===== config.mk =====
export PLATFORM = sky130hd
export DESIGN_NAME = fpu_operand_issuer
export DESIGN_NICKNAME = d
export VERILOG_FILES = /design/src/rtl/fpu_pkg.sv /design/src/rtl/fpu_pair_fifo.sv /design/src/rtl/fpu_operand_issuer.sv
export SDC_FILE = /design/constraint.sdc
export NUM_CORES = 1
export LEC_CHECK = 0
export CAP_MARGIN = 20
export CORE_UTILIZATION = 55
export DETAILED_ROUTE_END_ITERATION = 10
export HOLD_SLACK_MARGIN = 0.08
export PLACE_DENSITY_LB_ADDON = 0.25
export SYNTH_ARGS = -nofsm -noshare
export SYNTH_HDL_FRONTEND = slang
export SYNTH_SLANG_ARGS = --single-unit

===== constraint.sdc =====
create_clock -name clk -period 3.3 [get_ports clk]
set_clock_uncertainty 0.05 [all_clocks]
set_input_delay 0.66 -clock clk [delete_from_list [all_inputs] [get_ports clk]]
set_output_delay 0.66 -clock clk [all_outputs]
set_load 0.01 [all_outputs]

===== src/rtl/fpu_pkg.sv =====
// Shared build constants and types for the FPU operand issue path.
package fpu_pkg;

`ifdef FPU16
   localparam int FPU_WIDTH = 16;
`elsif FPU64
   localparam int FPU_WIDTH = 64;
`else
   localparam int FPU_WIDTH = 32;
`endif

   localparam int ISSUED_W = 16;

   typedef enum logic [1:0] {
      IDLE   = 2'd0,
      BOTH   = 2'd1,
      WAIT_A = 2'd2,
      WAIT_B = 2'd3
   } issue_state_e;

endpackage


===== src/rtl/fpu_pair_fifo.sv =====
// Operand-pair FIFO with occupancy count and combinational head read.
module fpu_pair_fifo #(
   parameter int DW    = 64,
   parameter int DEPTH = 4
) (
   input  logic                     clk_i,
   input  logic                     rst_ni,
   input  logic                     push_i,
   input  logic [DW-1:0]            data_i,
   input  logic                     pop_i,
   output logic [DW-1:0]            head_o,
   output logic [$clog2(DEPTH):0]   count_o
);
   localparam int AW = $clog2(DEPTH);

   logic [DW-1:0] mem_q [DEPTH];
   logic [AW-1:0] wr_ptr_q, rd_ptr_q;
   logic [AW:0]   count_q;
   logic          do_push, do_pop;

   // Guard against over/underflow even though the issuer never requests it.
   assign do_push = push_i && (count_q != (AW+1)'(DEPTH));
   assign do_pop  = pop_i && (count_q != '0);

   assign head_o  = mem_q[rd_ptr_q];
   assign count_o = count_q;

   always_ff @(posedge clk_i or negedge rst_ni) begin
      if (!rst_ni) begin
         for (int i = 0; i < DEPTH; i++) mem_q[i] <= '0;
         wr_ptr_q <= '0;
         rd_ptr_q <= '0;
         count_q  <= '0;
      end else begin
         if (do_push) begin
            mem_q[wr_ptr_q] <= data_i;
            wr_ptr_q        <= wr_ptr_q + 1'b1;
         end
         if (do_pop) rd_ptr_q <= rd_ptr_q + 1'b1;
         case ({do_push, do_pop})
            2'b10:   count_q <= count_q + 1'b1;
            2'b01:   count_q <= count_q - 1'b1;
            default: count_q <= count_q;
         endcase
      end
   end

endmodule


===== src/rtl/fpu_operand_issuer.sv =====
// Issues buffered (a, b) pairs to fpu_adder over its split stb/ack handshakes.
module fpu_operand_issuer
   import fpu_pkg::*;
#(
   parameter int WIDTH = FPU_WIDTH,
   parameter int DEPTH = 4
) (
   input  logic                     clk,
   input  logic                     rst,
   input  logic [WIDTH-1:0]         in_a,
   input  logic [WIDTH-1:0]         in_b,
   input  logic                     in_valid,
   output logic                     in_ready,
   output logic [WIDTH-1:0]         input_a,
   output logic [WIDTH-1:0]         input_b,
   output logic                     input_a_stb,
   output logic                     input_b_stb,
   input  logic                     input_a_ack,
   input  logic                     input_b_ack,
   output logic [$clog2(DEPTH):0]   pending,
   output logic [ISSUED_W-1:0]      issued
);
   localparam int CW = $clog2(DEPTH) + 1;

   issue_state_e          state_q;
   logic                  a_stb_q, b_stb_q;
   logic [ISSUED_W-1:0]   issued_q;
   logic [2*WIDTH-1:0]    head;
   logic                  push, a_xfer, b_xfer, fin, more;

   assign in_ready = (pending != CW'(DEPTH));
   assign push     = in_valid && in_ready;
   assign a_xfer   = a_stb_q && input_a_ack;
   assign b_xfer   = b_stb_q && input_b_ack;
   // Another pair is ready to issue straight after this one completes.
   assign more     = (pending > CW'(1)) || push;

   always_comb begin
      fin = 1'b0;
      case (state_q)
         BOTH:    fin = a_xfer && b_xfer;
         WAIT_A:  fin = a_xfer;
         WAIT_B:  fin = b_xfer;
         default: fin = 1'b0;
      endcase
   end

   fpu_pair_fifo #(
      .DW    (2*WIDTH),
      .DEPTH (DEPTH)
   ) u_fifo (
      .clk_i   (clk),
      .rst_ni  (rst),
      .push_i  (push),
      .data_i  ({in_b, in_a}),
      .pop_i   (fin),
      .head_o  (head),
      .count_o (pending)
   );

   assign input_a     = head[WIDTH-1:0];
   assign input_b     = head[2*WIDTH-1:WIDTH];
   assign input_a_stb = a_stb_q;
   assign input_b_stb = b_stb_q;
   assign issued      = issued_q;

   always_ff @(posedge clk or negedge rst) begin
      if (!rst) begin
         state_q  <= IDLE;
         a_stb_q  <= 1'b0;
         b_stb_q  <= 1'b0;
         issued_q <= '0;
      end else begin
         if (fin) issued_q <= issued_q + 1'b1;
         case (state_q)
            IDLE: begin
               if (pending != '0) begin
                  state_q <= BOTH;
                  a_stb_q <= 1'b1;
                  b_stb_q <= 1'b1;
               end
            end
            BOTH: begin
               if (fin) begin
                  state_q <= more ? BOTH : IDLE;
                  a_stb_q <= more;
                  b_stb_q <= more;
               end else if (a_xfer) begin
                  state_q <= WAIT_B;
                  a_stb_q <= 1'b0;
               end else if (b_xfer) begin
                  state_q <= WAIT_A;
                  b_stb_q <= 1'b0;
               end
            end
            WAIT_A, WAIT_B: begin
               if (fin) begin
                  state_q <= more ? BOTH : IDLE;
                  a_stb_q <= more;
                  b_stb_q <= more;
               end
            end
            default: state_q <= IDLE;
         endcase
      end
   end

endmodule


==> metrics.md <==
| Metric | Value |
|---|---|
| Sw Ratio | `0.301` |
| Largest family of logic cells by synthesized area | `multiplexers` |
| Top-count cell post-synth | `dfrtp_1` |
| Yosys reg bits | `283` |
| Clk buf depth | `3` |
| Slew margin rel. | `0.453` |
| R2R Path Start | `u_fifo.count_o[0]` |
| Switching power total | `5.22 mW` |
| Tcrit/Tclk final | `0.932` |
| Area share of the largest cell type after synthesis | `0.566` |
| Largest net degree at the start of global routing | `107` |
| Post-synthesis mux area share | `0.347` |
| Crit Path Category | `reg2out` |
| P_int | `12.1 mW` |
| Seq pwr share | `0.357` |
| Worst hold margin | `0.0729 ns` |
| Post-synthesis sequential area ratio | `0.566` |
| Crit path launch | `u_fifo.rd_ptr_q[0]` |
| Unrepaired setup endpoints after global routing | `no` |
| Ports | `155` |
| Largest cells by area after synthesis | `dfrtp_1, mux2_2, mux4_2, buf_4, xor2_1` |
| Max VDD drop | `0.000604 V` |
| Core ar. | `0.0221 mm^2` |
| Layout Cells excl Fill | `1235` |
| Syn nets | `844` |
| Gr ovfl total | `0` |
| # fillers | `1468` |
| Initial antenna violation count | `0` |
| Warnings from Yosys | `0` |
| P&R area growth vs syn | `24.0%` |
| CP max stage cell | `mux4_2` |
| H-tree depth | `1` |
| Antenna diode count | `0` |
| XOR/XNOR Fraction of Synth Area | `0.0147` |
| Row count | `54` |
| Detail Route Antenna Nets | `0` |
| Final hold violation count | `0` |
| Die area | `0.0234 mm^2` |
| Tot Pwr | `17.3 mW` |
| Cell Area, Synth | `0.0125 mm^2` |
| Worst stage delay on the critical path | `0.55 ns` |
| DR WL/cell | `21.6 um` |
| Min Tclk post-route | `3.08 ns` |
| Critical Path Fanout Max | `8` |
| DR iter-0 viols | `325` |
| Aggregate routed wire length | `26.7 mm` |
| Vias in the first global route | `8241` |
| HPWL after DPL | `17.0 mm` |
| Count of cell types in the netlist | `39` |
| Type of origin of the critical path | `register` |
| Adder-cell share of the synthesized area | `0.0100` |
| Post-Synth Simple-Gate Area | `0.0211` |
| CTS tree | `yes` |
| Highest clock rate | `325 MHz` |
| Async set-reset flop share out of synthesis | `1.00` |
| CTS buffer count | `30` |
| # setup viols final | `0` |
| CP endpoint kind | `primary output` |
| Power share of the clock group | `0.205` |
| Clock latency on the worst-skew pair | `0.53 ns` |
| Clock Sinks | `283` |
| Max-cap viol count | `0` |
| Pwr dens | `1120 mW/mm^2` |
| Setup tns final | `0 ns` |
| Top_reg_cell synth | `dfrtp_1` |
| Die Y | `153 um` |
| Area leader, netlist | `dfrtp_1` |
| Initial core utilization | `0.567` |
| Global-route wire length before repair | `43.5 mm` |
| Drt drc | `0` |
| Logic pwr share | `0.438` |
| Mean post-synth cell area | `16.4 um^2` |
| DP Cell Count | `1175` |
| Total track usage | `0.235` |
| Synth Area in Compound Gates | `0.0177` |
| Die W | `153 um` |
| Static leakage | `6.61 nW` |
| Outcome | `finished, final reports clean` |
| Worst Tran Pin Value | `0.820 ns` |
| Clock slew at reported path FFs | `0.06 ns` |
| Max Slew Vio Count | `0` |
| Final nets | `1010` |
| Critical path arrival | `2.37 ns` |
| Number of synthesized flops with an enable pin | `0` |
| CTS resizes | `0` |
| Post-Syn Instances | `765` |
| Hold Crit Class | `in2async` |
| Root Buffer | `clkbuf_16` |
| Routed vias/inst | `5.86` |
| Routability-driven placement congestion ratio | `0.796` |
| CP required | `2.59 ns` |
| Layout cells sized above 1 | `0.424` |
| First-pass DRT Iterations | `4` |
| CP cell instances | `buf_4, mux4_2, clkdlybuf4s50_1` |
| Via count | `7233` |
| Port-buffer cells | `154` |
| Synth cell count leaders | `dfrtp_1, mux2_2, mux4_2` |
==> final timing paths <==
path	to	slack, ns	cells past startpoint
max in group asynchronous	u_fifo.mem_q[236]	2.20	2
worst max register to register	u_fifo.count_o[2]	0.90	9
min in group clk	issued[15]	0.43	1
worst max-delay path	input_a[14]	0.22	3
worst min register to register	issued[15]	0.43	1
worst min-delay path	u_fifo.mem_q[167]	0.07	1
==> through the flow <==
step                 util  setup WS, ns  area, um^2
floorplan               -          1.16       12500
global placement    0.653         0.592       14400
detailed placement  0.653         0.473       14400
CTS                 0.701        0.0139       15500
global route        0.703         0.146       15500
finish              0.703         0.224       15500
==> state kept, by name, summed over array words and instances (netlist names) <==
name,flops
state_q,2
u_fifo.wr_ptr_q,2
input_a_stb,1
input_b_stb,1
u_fifo.mem_q,256
u_fifo.count_o,3
u_fifo.rd_ptr_q,2
issued,16
==> placed cells by master (no fill, tap or decap), types with 2 or more instances in the layout <==
master,instances
xnor2_1,5
a21oi_1,11
nand3_1,8
mux2_2,257
nand2_1,12
clkinv_2,4
dfrtp_1,281
inv_1,8
nand4_1,3
clkbuf_1,7
o21bai_1,2
mux4_2,64
and4_1,3
and2_1,3
buf_12,8
buf_4,15
nor2_1,5
clkdlybuf4s50_1,153
clkbuf_16,31
bufinv_16,4
ha_1,10
a2111oi_1,3
a211oi_1,6
clkbuf_8,10
o21ai_0,3
nand2_4,5
xor2_1,16
==> metal layers <==
layer,GRT usage,routed length [um],vias up
met3,0.0510,1450,35
met2,0.418,13800,195
li1,-,-,3188
met5,0,0,-
met4,0.0611,461,0
met1,0.292,11000,3815
==> power groups by stage <==
stage	registers [mW]	logic (mW)	clock network, mW
after floorplan	5.83	4.82	0
after global placement	6.03	7.33	0
after detailed placement	6.25	7.58	0
after CTS	6.22	7.63	3.63
after global routing	6.38	8.11	3.76
final	6.19	7.60	3.56
==> layout make-up <==
class	instances	area (um^2)	area share
Sequential cell	283	7090	0.456
Timing Repair Buffer	177	1820	0.117
Tap cell	280	350	0.0226
Clock buffer	48	940	0.0605
Clock inverter	8	140	0.00903
Inverter	8	30.0	0.00193
Multi-Input combinational cell	431	5160	0.332
==> timing repair <==
item / CTS / global route
endpoints found under the setup margin: 0 / 16
hold buffers: 0 / 0
setup buffers: 0 / 4
==> logic make-up (layout without fill, tap and decap cells) <==
logic type               after synthesis  count (layout)
multiplexers                         322             322
AND/OR/NAND/NOR                       47              47
XOR/XNOR                              21              21
adder cells (fa/ha/maj)               10              10
flip-flops                           283             283
buffers and inverters                 51             241
AO/OA/AOI/OAI                         31              31
==> critical path: cells and delay by family, from the launching register on <==
kind | cells | cell delay [ns]
buffers and inverters | 2 | 0.76
muxes | 1 | 0.55
DFF | 1 | 0.52
Note: power is estimated with default switching activity, not from simulation.
